[config.mk]
export PLATFORM = sky130hd
export DESIGN_NAME = serial_subtractor
export DESIGN_NICKNAME = d
export VERILOG_FILES = /design/src/rtl/serial_sub_pkg.sv /design/src/rtl/fs_bit_cell.sv /design/src/rtl/serial_subtractor.sv
export SDC_FILE = /design/constraint.sdc
export NUM_CORES = 1
export LEC_CHECK = 0
export ABC_CLOCK_PERIOD_IN_PS = 1500
export BUFFER_PORTS_ARGS = -buffer_cell sky130_fd_sc_hd__buf_4
export CORE_MARGIN = 1.5
export CORE_UTILIZATION = 40
export CTS_CLUSTER_DIAMETER = 50
export CTS_CLUSTER_SIZE = 12
export DETAILED_ROUTE_END_ITERATION = 8
export HOLD_SLACK_MARGIN = 0.12
export PLACE_DENSITY = 0.7
export RECOVER_POWER = 50
export SLEW_MARGIN = 15
export SYNTH_ARGS = -nofsm -noshare
export SYNTH_HDL_FRONTEND = slang
export SYNTH_SLANG_ARGS = --single-unit
export TNS_END_PERCENT = 100
[constraint.sdc]
create_clock -name clk -period 1.5 [get_ports clk]
set_input_delay 0.15 -clock clk [delete_from_list [all_inputs] [get_ports clk]]
set_output_delay 0.15 -clock clk [all_outputs]
set_load 0.03 [all_outputs]
[src/rtl/serial_sub_pkg.sv]
// Shared types and defaults for the bit-serial subtractor.
// FSM state encoding and default operand width.
package serial_sub_pkg;

  typedef enum logic [1:0] {
    ST_IDLE,
    ST_RUN,
    ST_DONE
  } state_t;

  localparam int SS_WIDTH = 8;

endpackage

[src/rtl/fs_bit_cell.sv]
// One-bit full subtractor: d = x - y - bin, with borrow out.
// Purely combinational; the caller registers the borrow.
module fs_bit_cell (
  input  logic x,
  input  logic y,
  input  logic bin,
  output logic d,
  output logic bout
);

  logic w_xy;

  assign w_xy = x ^ y;
  assign d    = w_xy ^ bin;
  assign bout = (~x & y) | (~w_xy & bin);

endmodule

[src/rtl/serial_subtractor.sv]
// Bit-serial a - b, LSB first, one bit per clock with a registered borrow.
// Optional two's-complement overflow output under SERIAL_SUB_OVERFLOW_EN.
module serial_subtractor
  import serial_sub_pkg::*;
#(
  parameter int WIDTH = SS_WIDTH
) (
  input  logic             clk,
  input  logic             rst_n,
  input  logic             start,
  input  logic [WIDTH-1:0] a,
  input  logic [WIDTH-1:0] b,
  output logic             busy,
  output logic             done,
  output logic [WIDTH-1:0] diff,
  output logic             borrow_out
`ifdef SERIAL_SUB_OVERFLOW_EN
  ,
  output logic             ovf
`endif
);

  localparam int CNT_W = $clog2(WIDTH);
  localparam logic [CNT_W-1:0] LAST = CNT_W'(WIDTH - 1);

  state_t           r_state;
  logic [WIDTH-1:0] r_a;
  logic [WIDTH-1:0] r_b;
  logic [WIDTH-1:0] r_res;
  logic [WIDTH-1:0] r_diff;
  logic             r_borrow;
  logic             r_bout;
  logic [CNT_W-1:0] r_cnt;
  logic             w_d;
  logic             w_bo;
  logic             w_load;
  logic [WIDTH-1:0] w_res_next;

  fs_bit_cell u_cell (
    .x    (r_a[0]),
    .y    (r_b[0]),
    .bin  (r_borrow),
    .d    (w_d),
    .bout (w_bo)
  );

  assign w_load     = start & (r_state != ST_RUN);
  assign w_res_next = {w_d, r_res[WIDTH-1:1]};

  always_ff @(posedge clk or negedge rst_n) begin
    if (!rst_n) begin
      r_state  <= ST_IDLE;
      r_a      <= '0;
      r_b      <= '0;
      r_res    <= '0;
      r_diff   <= '0;
      r_borrow <= 1'b0;
      r_bout   <= 1'b0;
      r_cnt    <= '0;
    end else begin
      unique case (r_state)
        ST_IDLE, ST_DONE: begin
          if (w_load) begin
            r_a      <= a;
            r_b      <= b;
            r_res    <= '0;
            r_borrow <= 1'b0;
            r_cnt    <= '0;
            r_state  <= ST_RUN;
          end else begin
            r_state  <= ST_IDLE;
          end
        end
        ST_RUN: begin
          r_a      <= r_a >> 1;
          r_b      <= r_b >> 1;
          r_res    <= w_res_next;
          r_borrow <= w_bo;
          r_cnt    <= r_cnt + 1'b1;
          if (r_cnt == LAST) begin
            r_diff  <= w_res_next;
            r_bout  <= w_bo;
            r_state <= ST_DONE;
          end
        end
        default: r_state <= ST_IDLE;
      endcase
    end
  end

`ifdef SERIAL_SUB_OVERFLOW_EN
  logic r_am;
  logic r_bm;
  logic r_ovf;

  // The final cell output is the result MSB, so ovf can land with diff.
  always_ff @(posedge clk or negedge rst_n) begin
    if (!rst_n) begin
      r_am  <= 1'b0;
      r_bm  <= 1'b0;
      r_ovf <= 1'b0;
    end else begin
      if (w_load) begin
        r_am <= a[WIDTH-1];
        r_bm <= b[WIDTH-1];
      end
      if (r_state == ST_RUN && r_cnt == LAST) begin
        r_ovf <= (r_am ^ r_bm) & (r_am ^ w_d);
      end
    end
  end

  assign ovf = r_ovf;
`endif

  assign busy       = (r_state == ST_RUN);
  assign done       = (r_state == ST_DONE);
  assign diff       = r_diff;
  assign borrow_out = r_bout;

endmodule

* Yosys cells after proc, flatten, opt, wreduce, memory -nomap -nowiden
Index checks and enable logic that the tools add are counted.
Operators by class: $add $sub $neg 1, $mul 0, divide/modulo/power cells 0, magnitude comparators 0, equality and inequality tests 6, shift operators 0, mux-type cells 13, bitwise operators 8, reductions and logical operators 5
Operator list (count):
- $pmux W8 S2 | 3
- $mux W8 | 3
- $pmux W3 S2 | 1
- $ne A2 B1 Y1 const B | 2
- $pmux W2 S2 | 1
- $reduce_and A2 Y1 | 2
- $add A3 B1 Y3 const B | 1
- $and A1 B1 Y1 | 3
- $eq A3 B3 Y1 const B | 1
- $mux W3 | 1
- $eq A2 B1 Y1 const B | 1
- $eq A2 B2 Y1 const B | 1
- $logic_not A2 Y1 | 1
- $mux W1 | 2
- $mux W2 | 1
- $ne A2 B2 Y1 const B | 1
- $not A1 Y1 | 2
- $pmux W1 S2 | 1
- $reduce_bool A2 Y1 | 1
- $reduce_or A2 Y1 | 1
- $xor A1 B1 Y1 | 2
- $or A1 B1 Y1 | 1
Word-level totals: flip-flop bits (word level) 39, latch bits 0, memory bits (writable) 0, bits in read-only memories 0, input bits 19, output and inout bits 11, logic and storage cells 41, memories 0

* Longest topological paths before layout
Gate-level depths: netlist of run 1.
word-level depth 5, depth in mapped cells 6, gate-level depth less buffers 5

* Cells and area by module
A second synthesis of run 1 with hierarchy kept.
Unflattened totals: cell total of the unflattened synthesis 146, area, all modules 2014.4 sq um
By module, submodules not included:
- serial_subtractor | instances 1, cells an instance 142, area an instance 1983.2 sq um, seq. area each 950.9 sq um
- fs_bit_cell | instances 1, cells an instance 4, area an instance 31.3 sq um, seq. area each 0.0 sq um

* Worst setup path before layout of run 1
OpenSTA, ideal clock, no wires.
kind register to register, start point register r_b[0], end point register r_res[7], setup time 0.121 ns, arrival 1.335 ns, data required time 1.379 ns, setup slack 0.044 ns, cell stages (with the launch flop) 5, buffers on the path 0, period minus slack after synthesis 1.456 ns, cells stage by stage dfrtp_1 -> inv_1 -> fa_1 -> mux2_2 -> a22o_1
On the way: cells in the longest elaborated chain, start to end 3
Ends and longest elaborated chain:
- start: declaration | RTL line serial_subtractor.sv:28 | logic [WIDTH-1:0] r_b;
- start signal: assignment | RTL line serial_subtractor.sv:76 | r_b <= r_b >> 1;
- $xor A1 B1 Y1 | RTL line fs_bit_cell.sv:13 | assign w_xy = x ^ y;
- $xor A1 B1 Y1 | RTL line fs_bit_cell.sv:14 | assign d = w_xy ^ bin;
- via u_cell.d | RTL line fs_bit_cell.sv:7 | output logic d,
- $pmux W8 S2 | RTL line serial_subtractor.sv:61 | unique case (r_state)
- end signal: assignment | RTL line serial_subtractor.sv:77 | r_res <= w_res_next;
- end: declaration | RTL line serial_subtractor.sv:29 | logic [WIDTH-1:0] r_res;
The timed path passes the listed nets, and every way through them passes these cells. A chain may end at the register's enable or synchronous reset.

* Worst setup path in the final report of run 1
start point register r_borrow, end point register r_res[7]
On the way: cells in the longest elaborated chain, start to end 2
Ends and longest elaborated chain:
- start: declaration | RTL line serial_subtractor.sv:31 | logic r_borrow;
- start signal: assignment | RTL line serial_subtractor.sv:78 | r_borrow <= w_bo;
- $xor A1 B1 Y1 | RTL line fs_bit_cell.sv:14
- via u_cell.d | RTL line fs_bit_cell.sv:7
- $pmux W8 S2 | RTL line serial_subtractor.sv:61
The timed path passes the listed nets, and every way through them passes these cells.

==> reports/metrics.cfg, run 1 <==
[synthesis]
synth_seq_cells = 38
syn_inst = 160
synth_flop_cell = dfrtp_1
yosysSeqAreaShare_pct = 49.1
yosys_warnings = 0
synth_area_leaders = dfrtp_1 49%, mux2i_1 8.8%, a211oi_1 5.4%
netlist_area_um2 = 1940
synth.distinct_cells = 24
yosysTopAreaCell = dfrtp_1
syn_nets = 182
synth_top_area_share_pct = 49.1
syn_avg_cell_area_um2 = 12.1
synth_edf_count = 0
synthArstFlopShare_pct = 100

[sta]
fin_crit_sh_pct = 100
fin_crit_ns = 1.50
hold_slack_ns = 0.130
hold_viol_final = 0
setup_viol = 1
fin_setup_tns_ns = -0.00199
worstMarginPinSlew_ns = 0.922
max_freq_ghz = 0.666
final.setup_skew_ns = 0.00337
report.final.slew_viol_count = 0
setup_slack_ns = -0.00199
rsz0062_at_grt = true
slew_headroom_pct = 38.5

[power]
power.switching_mw = 1.72
vdd_ir_drop_max_uv = 774
clkPwrFrac_pct = 15.2
seq_power_share_pct = 38.9
leakage_nw = 1.07
swShare_pct = 36.4
powerDensity_nw_per_um2 = 2010
total_power_mw = 4.73
comb_power_share_pct = 45.9
p_int_mw = 3.01

[placed_design]
portBuffers = 29
gp_congestion = 0.703
dpl.hpwl_um = 2330

[drt]
vias_per_cell = 5.25
firstDrtPassIters = 4
wl_per_cell_um = 13.7
wl_um = 3510
drtIter0Drc = 45
drc = 0
dr_total_vias = 1350
ant_nets = 0

[floorplan]
initial_utilization_pct = 41.3
io-pin-count = 30
std_cell_rows = 25
die_w_um = 72.6
dieArea_um2 = 5270
fp.coreArea_um2 = 4690
fp.dieH_um = 72.6

[grt]
grt_max_degree = 39
grt_overflow = 0
grt_pass1_wl_um = 5830
grt_usage_pct = 14.4
grt_pass1_vias = 1286
antenna_found_initial = 0

[final_layout]
most-common-layout-cells = 37 x buf_4, 36 x dfrtp_1, 17 x mux2i_1
drive_above_1_share_pct = 35.0
final_net_count = 224
layout_commonest_cell = buf_4
diodes = 0
areaGrowthSynthToFinish_pct = 21.6
fin_util_pct = 50.2

[worst_setup_path]
setup.worst_path.start = r_borrow
required_ns = 1.68
r2r_slack_ns = -0.002
crit_fanout = 2
cp-end-kind = flop
r2r_start = r_borrow
worstSetupEndpoint = r_res[7]
crit_type = reg2reg
rr_endpoint = r_res[7]
cp-start-kind = flop
r2r_cells = 4
crit_arrival_ns = 1.68

[min_path]
min_path_type = in2reg

[clocking]
clk_pin_slew_worst_paths_ns = 0.07
numCtsBuffers = 5
cts.sink_count = 38
ctsHtreeMaxLevel = 2
root_buffer = clkbuf_8
clkLatencyLatePin_ns = 0.29
cts.path.max_buffers = 2
tritoncts = yes

[run_status]
status = finished, violations left
violations = setup timing

[flow_run]
maxCapViolations = 0

[what timing repair did]
action | 4_1_cts | 5_1_grt
resized for setup | 4 | 5
hold buffers | 2 | 0
setup buffers | 4 | 3
pin swaps | 2 | 1
endpoints found under the hold margin | 39 | 0
endpoints found under the setup margin | 3 | 7
gates cloned | 0 | 1
[worst min path at each step]
stage	startpoint	to	slack, ns	depth (start not counted)
after floorplan	rst_n	borrow_out	-0.15	0
after global placement	rst_n	diff[1]	0.15	1
after detailed placement	rst_n	diff[0]	0.15	1
after CTS	b[3]	r_b[3]	0.12	3
after global routing	b[3]	r_b[3]	0.14	3
final	b[3]	r_b[3]	0.13	3
[kinds of logic (layout without fill, tap and decap cells)]
group,after synthesis,after routing,synth area share [%]
fa+ha+maj,3,3,2.32
mux,33,33,19.4
compound gates,42,42,14.2
flops,38,38,49.1
simple gates,28,29,8.97
buf+inv,16,58,6.00
[routing by layer]
metal	track usage [%]	part of all wire (%)	vias to the layer above
met5	0	0	-
met1	18.1	46	644
met4	4.19	0.83	0
li1	-	-	664
met3	5.80	5.4	5
met2	22.8	47	37
[cell usage after synthesis (3+ instances only)]
cell type,instances
mux2_4,7
a21oi_1,14
nand2b_1,3
o21ai_0,5
nor2b_1,15
mux2i_1,17
nand3_1,4
inv_1,4
a211oi_1,14
a22o_1,8
nand2_1,4
buf_2,5
mux2_2,9
dfrtp_1,38
[metrics by stage]
stage / std cells / setup WS, ns / area [um2]
final: 257 / -0.00199 / 2360
after detailed placement: 239 / -0.0183 / 2180
after CTS: 253 / -0.0166 / 2330
after global routing: 257 / -0.0427 / 2360
after floorplan: 160 / 0.0439 / 1940
after global placement: 239 / 0.0361 / 2180
[power by group through the flow]
stage                     Sequential, mW  Combinational (mW)  Clock, mW
after detailed placement            1.88                2.02          0
final                               1.84                2.17      0.718
after floorplan                     1.98                1.36          0
after global placement              1.86                1.95          0
after CTS                           1.86                2.14      0.740
after global routing                1.90                2.40      0.785
[critical path, cell delays in order, from the launching register on]
cell and delay (ns):
dfrtp_1 0.36, inv_2 0.05, fa_1 0.50, mux2_4 0.28, a22o_1 0.21
[sequential cells by signal, summed over array words and instances, names as in the netlist]
signal,flops
r_state,2
r_res,7
r_borrow,1
diff,8
r_b,8
r_cnt,3
r_a,8
borrow_out,1
[final cells by class]
class,instances,area (um2)
clock buffers,7,86.3
clock inverters,1,5.00
fillers,439,2340
inverters,4,15.0
multi-input cells,107,896
flip-flops and latches,38,953
well taps,54,67.6
repair buffers,46,333
No activity file was read; power rests on OpenSTA's default activity.
==> run 2, diff against run 1 <==
--- a/config.mk
+++ b/config.mk
@@ -10,7 +10,7 @@
 export CORE_MARGIN = 1.5
 export CORE_UTILIZATION = 40
 export CTS_CLUSTER_DIAMETER = 50
-export CTS_CLUSTER_SIZE = 12
+export CTS_CLUSTER_SIZE = 24
 export DETAILED_ROUTE_END_ITERATION = 8
 export HOLD_SLACK_MARGIN = 0.12
 export PLACE_DENSITY = 0.7
==> constraint.sdc (replaced) <==
create_clock -name clk -period 1.5 [get_ports clk]
set_input_delay 0.3 -clock clk [delete_from_list [all_inputs] [get_ports clk]]
set_output_delay 0.3 -clock clk [all_outputs]
set_load 0.03 [all_outputs]
==> run 2 against run 1 <==
Against the previous run:
- the run still ends with setup timing left
- wire length fell by 1.3%
- critical path type unchanged
- highest routed layer unchanged
- largest cell class unchanged
- critical endpoint unchanged
- clock skew barely moved
- cell count fell by 0.39%
==> reports/metrics.cfg, run 2 (synthesis results as in run 1) <==
[run_status]
status = finished, violations left  ; unchanged
violations = setup timing  ; unchanged

[drt]
vias_per_cell = 5.15  ; was 5.25
dr_total_vias = 1318  ; was 1350
drt-met1-wl_um = 1680  ; was 1630 um
met3WireLength_um = 161  ; was 190 um
top_layer = met4  ; unchanged
wl_um = 3470  ; was 3510 um
drtIter0Drc = 32  ; was 45
ant_nets = 0  ; unchanged
wl_per_cell_um = 13.6  ; was 13.7 um
met2WireLength_um = 1600  ; was 1660 um
firstDrtPassIters = 4  ; unchanged
drc = 0  ; unchanged

[clocking]
numCtsBuffers = 5  ; unchanged
tritoncts = yes  ; unchanged
cts.sink_count = 38  ; unchanged
ctsHtreeMaxLevel = 2  ; unchanged
clk_pin_slew_worst_paths_ns = 0.07  ; about the same
root_buffer = clkbuf_8  ; unchanged
cts.path.max_buffers = 2  ; unchanged
clkLatencyLatePin_ns = 0.29  ; about the same

[final_layout]
layout_commonest_cell = buf_4  ; unchanged
areaGrowthSynthToFinish_pct = 22.1  ; was 21.6%
fin_util_pct = 50.5  ; was 50.2%
diodes = 0  ; unchanged
final_net_count = 223  ; was 224
drive_above_1_share_pct = 37.6  ; was 35.0%
most-common-layout-cells = 40 x buf_4, 37 x dfrtp_1, 17 x mux2i_1  ; was 37 x buf_4, 36 x dfrtp_1, 17 x mux2i_1

[worst_setup_path]
crit_type = reg2reg  ; unchanged
required_ns = 1.68  ; about the same
setup.worst_path.start = r_b[0]  ; was r_borrow
crit_arrival_ns = 1.69  ; was 1.68 ns
r2r_start = r_b[0]  ; was r_borrow
cp-end-kind = flop  ; unchanged
crit_fanout = 2  ; unchanged
cp-start-kind = flop  ; unchanged

[floorplan]
io-pin-count = 30  ; unchanged
fp.dieH_um = 72.6  ; unchanged
fp.coreArea_um2 = 4690  ; unchanged
die_w_um = 72.6  ; unchanged
dieArea_um2 = 5270  ; unchanged
std_cell_rows = 25  ; unchanged
initial_utilization_pct = 41.3  ; unchanged

[placed_design]
portBuffers = 29  ; unchanged
dpl.hpwl_um = 2290  ; was 2330 um
dp_slack_ns = -0.0196  ; was -0.0183 ns
gp_congestion = 0.765  ; was 0.703

[sta]
setup_viol = 1  ; unchanged
slew_headroom_pct = 37.5  ; was 38.5%
max_freq_ghz = 0.663  ; was 0.666 GHz
worstMarginPinSlew_ns = 0.938  ; was 0.922 ns
hold_viol_final = 0  ; unchanged
hold_slack_ns = 0.280  ; was 0.130 ns
setup_slack_ns = -0.00717  ; was -0.00199 ns
rsz0062_at_grt = true  ; unchanged
fin_setup_tns_ns = -0.00717  ; was -0.00199 ns
report.final.slew_viol_count = 0  ; unchanged
final.setup_skew_ns = 0.00358  ; was 0.00337 ns
fin_crit_ns = 1.51  ; was 1.50 ns
fin_crit_sh_pct = 100  ; about the same

[power]
powerDensity_nw_per_um2 = 2030  ; was 2010 nW/um2
vdd_ir_drop_max_uv = 816  ; was 774 uV
leakage_nw = 1.08  ; was 1.07 nW

[grt]
grt_usage_pct = 14.1  ; was 14.4%
antenna_found_initial = 0  ; unchanged
grt_overflow = 0  ; unchanged
grt_pass1_wl_um = 5730  ; was 5830 um
grt_pass1_vias = 1252  ; was 1286
grt_max_degree = 39  ; unchanged

[min_path]
min_path_type = in2reg  ; unchanged
worstHoldStart = b[6]  ; was b[3]

[flow_run]
maxCapViolations = 0  ; unchanged

==> run 2: changes by cell type in the layout (fill, tap and decap cells not counted), sizes merged <==
cell and change:
clkinvlp +1, buf +5, dlygate4sd3 -1, clkbuf -5, nand3b -1
==> run 2: report_power, final <==
| group | internal [mW] | total [mW] | switching [mW] |
|---|---|---|---|
| Sequential | 1.50 | 1.84 | 0.339 |
| Clock | 0.369 | 0.729 | 0.360 |
| Combinational | 1.21 | 2.24 | 1.03 |
| Total | 3.08 | 4.81 | 1.73 |
==> run 2: repair_timing <==
item / CTS / global route
resized for setup: 3 / 7
hold endpoints to repair: 38 / 0
setup endpoints to repair: 3 / 7
hold buffers: 1 / 0
setup buffers: 3 / 5
pin swaps: 2 / 2
==> run 2: per-stage QoR <==
stage	power [mW]	cell area (um2)	std cells
detailed placement	3.89	2180	239
global route	5.18	2370	256
CTS	4.71	2310	251
floorplan	3.34	1940	160
global placement	3.81	2180	239
finish	4.81	2370	256
==> run 2: cell type report <==
class                           count  area (um2)
Fill cell                         442        2320
Sequential cell                    38         952
Multi-Input combinational cell    106         885
Timing Repair Buffer               46         353
Clock buffer                        6        82.6
Tap cell                           54        67.6
Inverter                            4        15.0
Clock inverter                      2        12.5
==> run 2: critical path: stages (launching register included) <==
cell	delay (ns)
dfrtp_1	0.37
inv_2	0.05
fa_1	0.50
mux2_4	0.28
a22o_1	0.20
==> run 2: worst paths after layout <==
| check | endpoint | slack [ns] | cells past startpoint |
|---|---|---|---|
| setup / recovery | r_res[7] | -0.007 | 4 |
| hold / removal | r_b[6] | 0.28 | 3 |
| setup reg to reg | r_res[7] | -0.007 | 4 |
| hold reg to reg | borrow_out | 0.49 | 2 |
| max in group asynchronous | r_state[1] | 0.18 | 2 |
| min in group asynchronous | diff[1] | 0.69 | 2 |
==> run 2: routing by layer <==
layer,vias to the layer above,GRT usage (%)
met5,-,0
met4,0,3.98
met3,5,5.52
met2,32,20.9
met1,621,19.1
li1,660,-
==> run 3, diff against run 2 <==
--- a/config.mk
+++ b/config.mk
@@ -5,7 +5,6 @@
 export SDC_FILE = /design/constraint.sdc
 export NUM_CORES = 1
 export LEC_CHECK = 0
-export ABC_CLOCK_PERIOD_IN_PS = 1500
 export BUFFER_PORTS_ARGS = -buffer_cell sky130_fd_sc_hd__buf_4
 export CORE_MARGIN = 1.5
 export CORE_UTILIZATION = 40
@@ -15,6 +14,7 @@
 export HOLD_SLACK_MARGIN = 0.12
 export PLACE_DENSITY = 0.7
 export RECOVER_POWER = 50
+export SKIP_LAST_GASP = 1
 export SLEW_MARGIN = 15
 export SYNTH_ARGS = -nofsm -noshare
 export SYNTH_HDL_FRONTEND = slang
==> run 3 against run 2 <==
Against the previous run:
- the flow still finishes with violations (setup timing)
- flip-flop and latch count unchanged
- wire length decreased by 0.26%
- global-route usage unchanged
- non-clock buffer count unchanged
- via count decreased by 0.15%
- register-to-register slack about the same
- utilization decreased by 0.13 points
- clock power about the same
- critical path type unchanged
- die area unchanged
- clock-buffer cell count unchanged
==> reports/metrics.cfg, run 3 (synthesis results as in run 1) <==
[final_layout]
layout_commonest_cell = buf_4  ; unchanged
num-fill-cells = 444  ; was 442
areaGrowthSynthToFinish_pct = 21.8  ; was 22.1%
drive_above_1_share_pct = 36.6  ; was 37.6%
stdcell_count = 256  ; unchanged
final_net_count = 223  ; unchanged
most-common-layout-cells = 41 x buf_4, 37 x dfrtp_1, 17 x mux2i_1  ; was 40 x buf_4, 37 x dfrtp_1, 17 x mux2i_1
diodes = 0  ; unchanged
fin_util_pct = 50.3  ; was 50.5%

[floorplan]
std_cell_rows = 25  ; unchanged
dieArea_um2 = 5270  ; unchanged
die_w_um = 72.6  ; unchanged
fp.coreArea_um2 = 4690  ; unchanged
fp.dieH_um = 72.6  ; unchanged
initial_utilization_pct = 41.3  ; unchanged
io-pin-count = 30  ; unchanged

[run_status]
status = finished, violations left  ; unchanged
violations = setup timing  ; unchanged

[power]
power.switching_mw = 1.72  ; was 1.73 mW
seq_power_share_pct = 38.3  ; was 38.2%
vdd_ir_drop_max_uv = 815  ; was 816 uV
p_int_mw = 3.06  ; was 3.08 mW
powerDensity_nw_per_um2 = 2030  ; about the same
swShare_pct = 36.0  ; about the same
comb_power_share_pct = 46.4  ; was 46.7%
leakage_nw = 1.08  ; about the same
clkPwrFrac_pct = 15.3  ; was 15.2%

[worst_setup_path]
r2r_start = r_b[0]  ; unchanged
crit_fanout = 2  ; unchanged
required_ns = 1.68  ; about the same
cp-end-kind = flop  ; unchanged
crit_type = reg2reg  ; unchanged
rr_endpoint = r_res[7]  ; unchanged
r2r_slack_ns = -0.007  ; about the same
crit_arrival_ns = 1.69  ; about the same
cp-start-kind = flop  ; unchanged
r2r_cells = 4  ; unchanged

[drt]
firstDrtPassIters = 4  ; unchanged
drtIter0Drc = 38  ; was 32
drc = 0  ; unchanged
wl_per_cell_um = 13.5  ; was 13.6 um
wl_um = 3460  ; was 3470 um
ant_nets = 0  ; unchanged
dr_total_vias = 1316  ; was 1318
vias_per_cell = 5.14  ; was 5.15

[sta]
worstMarginPinSlew_ns = 0.938  ; about the same
hold_viol_final = 0  ; unchanged
setup_viol = 1  ; unchanged
setup_slack_ns = -0.00699  ; was -0.00717 ns
slew_headroom_pct = 37.5  ; about the same
fin_crit_sh_pct = 100  ; about the same
rsz0062_at_grt = true  ; unchanged
fin_setup_tns_ns = -0.00699  ; was -0.00717 ns
report.final.slew_viol_count = 0  ; unchanged
fin_crit_ns = 1.51  ; about the same
final.setup_skew_ns = 0.00366  ; was 0.00358 ns
max_freq_ghz = 0.664  ; was 0.663 GHz

[clocking]
cts.sink_count = 38  ; unchanged
ctsHtreeMaxLevel = 2  ; unchanged
tritoncts = yes  ; unchanged
clk_pin_slew_worst_paths_ns = 0.07  ; about the same
root_buffer = clkbuf_8  ; unchanged
clkLatencyLatePin_ns = 0.29  ; about the same
numCtsBuffers = 5  ; unchanged
cts.path.max_buffers = 2  ; unchanged

[min_path]
min_path_type = in2reg  ; unchanged
min_to = r_b[6]  ; unchanged
worstHoldStart = b[6]  ; unchanged
hold_depth = 3  ; unchanged

[placed_design]
gp_congestion = 0.765  ; unchanged
dp_cells = 239  ; unchanged
portBuffers = 29  ; unchanged
dpl.hpwl_um = 2290  ; unchanged

[grt]
grt_pass1_wl_um = 5730  ; unchanged
antenna_found_initial = 0  ; unchanged
grt_max_degree = 39  ; unchanged
grt_pass1_vias = 1252  ; unchanged
grt_usage_pct = 14.1  ; unchanged
grt_overflow = 0  ; unchanged

[flow_run]
maxCapViolations = 0  ; unchanged

[run 3: changes by cell type in the layout (fill, tap and decap cells not counted)]
cell,change
inv_1,+1
inv_2,-1
buf_6,-1
buf_4,+1
ha_1,+1
ha_2,-1
[run 3: repair_timing]
item,in CTS,in global routing
hold buffers,1,0
pin swaps,2,2
endpoints found under the hold margin,38,0
gates resized for setup,3,4
setup endpoints to repair,3,7
buffers inserted,3,5
[run 3: power by group through the flow]
stage / logic (mW) / clock network (mW) / registers (mW)
after global routing: 2.47 / 0.789 / 1.90
after CTS: 2.12 / 0.755 / 1.84
after floorplan: 1.36 / 0 / 1.98
after global placement: 1.97 / 0 / 1.84
final: 2.22 / 0.730 / 1.83
after detailed placement: 2.03 / 0 / 1.87
[run 3: critical path, cell delays in order (launching register included)]
cell     delay, ns
dfrtp_1       0.37
inv_2         0.05
fa_1          0.50
mux2_4        0.28
a22o_1        0.20
[run 3: final cells by class]
type / instances / area, um2 / area share [%]
Clock inverter: 2 / 12.5 / 0.530
Inverter: 4 / 15.0 / 0.636
Tap cell: 54 / 67.6 / 2.86
Sequential cell: 38 / 952 / 40.3
Multi-Input combinational cell: 106 / 882 / 37.4
Timing Repair Buffer: 46 / 349 / 14.8
Clock buffer: 6 / 82.6 / 3.50
[run 3: layer usage]
metal,vias up,GRT usage (%),wire [um]
li1,661,-,-
met1,620,19.1,1670
met2,30,20.9,1600
met3,5,5.52,158
met4,0,3.98,27
met5,-,0,0
[run 3: worst max-delay path by stage]
stage | cells past startpoint | end | slack [ns] | startpoint
CTS | 3 | busy | -0.04 | r_state[1]
finish | 4 | r_res[7] | -0.007 | r_b[0]
global route | 4 | r_res[7] | -0.05 | r_b[0]
floorplan | 4 | done | 0.002 | r_state[1]
global placement | 4 | r_res[7] | 0.03 | r_b[0]
detailed placement | 4 | r_res[7] | -0.02 | r_borrow
[run 3: stage by stage]
stage          instance area (um2)  hold slack, ns  setup slack, ns  power, mW
6_report                      2360           0.277         -0.00699       4.79
5_1_grt                       2360           0.295          -0.0511       5.16
4_1_cts                       2310           0.275          -0.0418       4.71
3_5_place_dp                  2180           0.296          -0.0196       3.89
3_3_place_gp                  2180           0.300           0.0343       3.81
2_1_floorplan                 1940         0.00441          0.00221       3.34
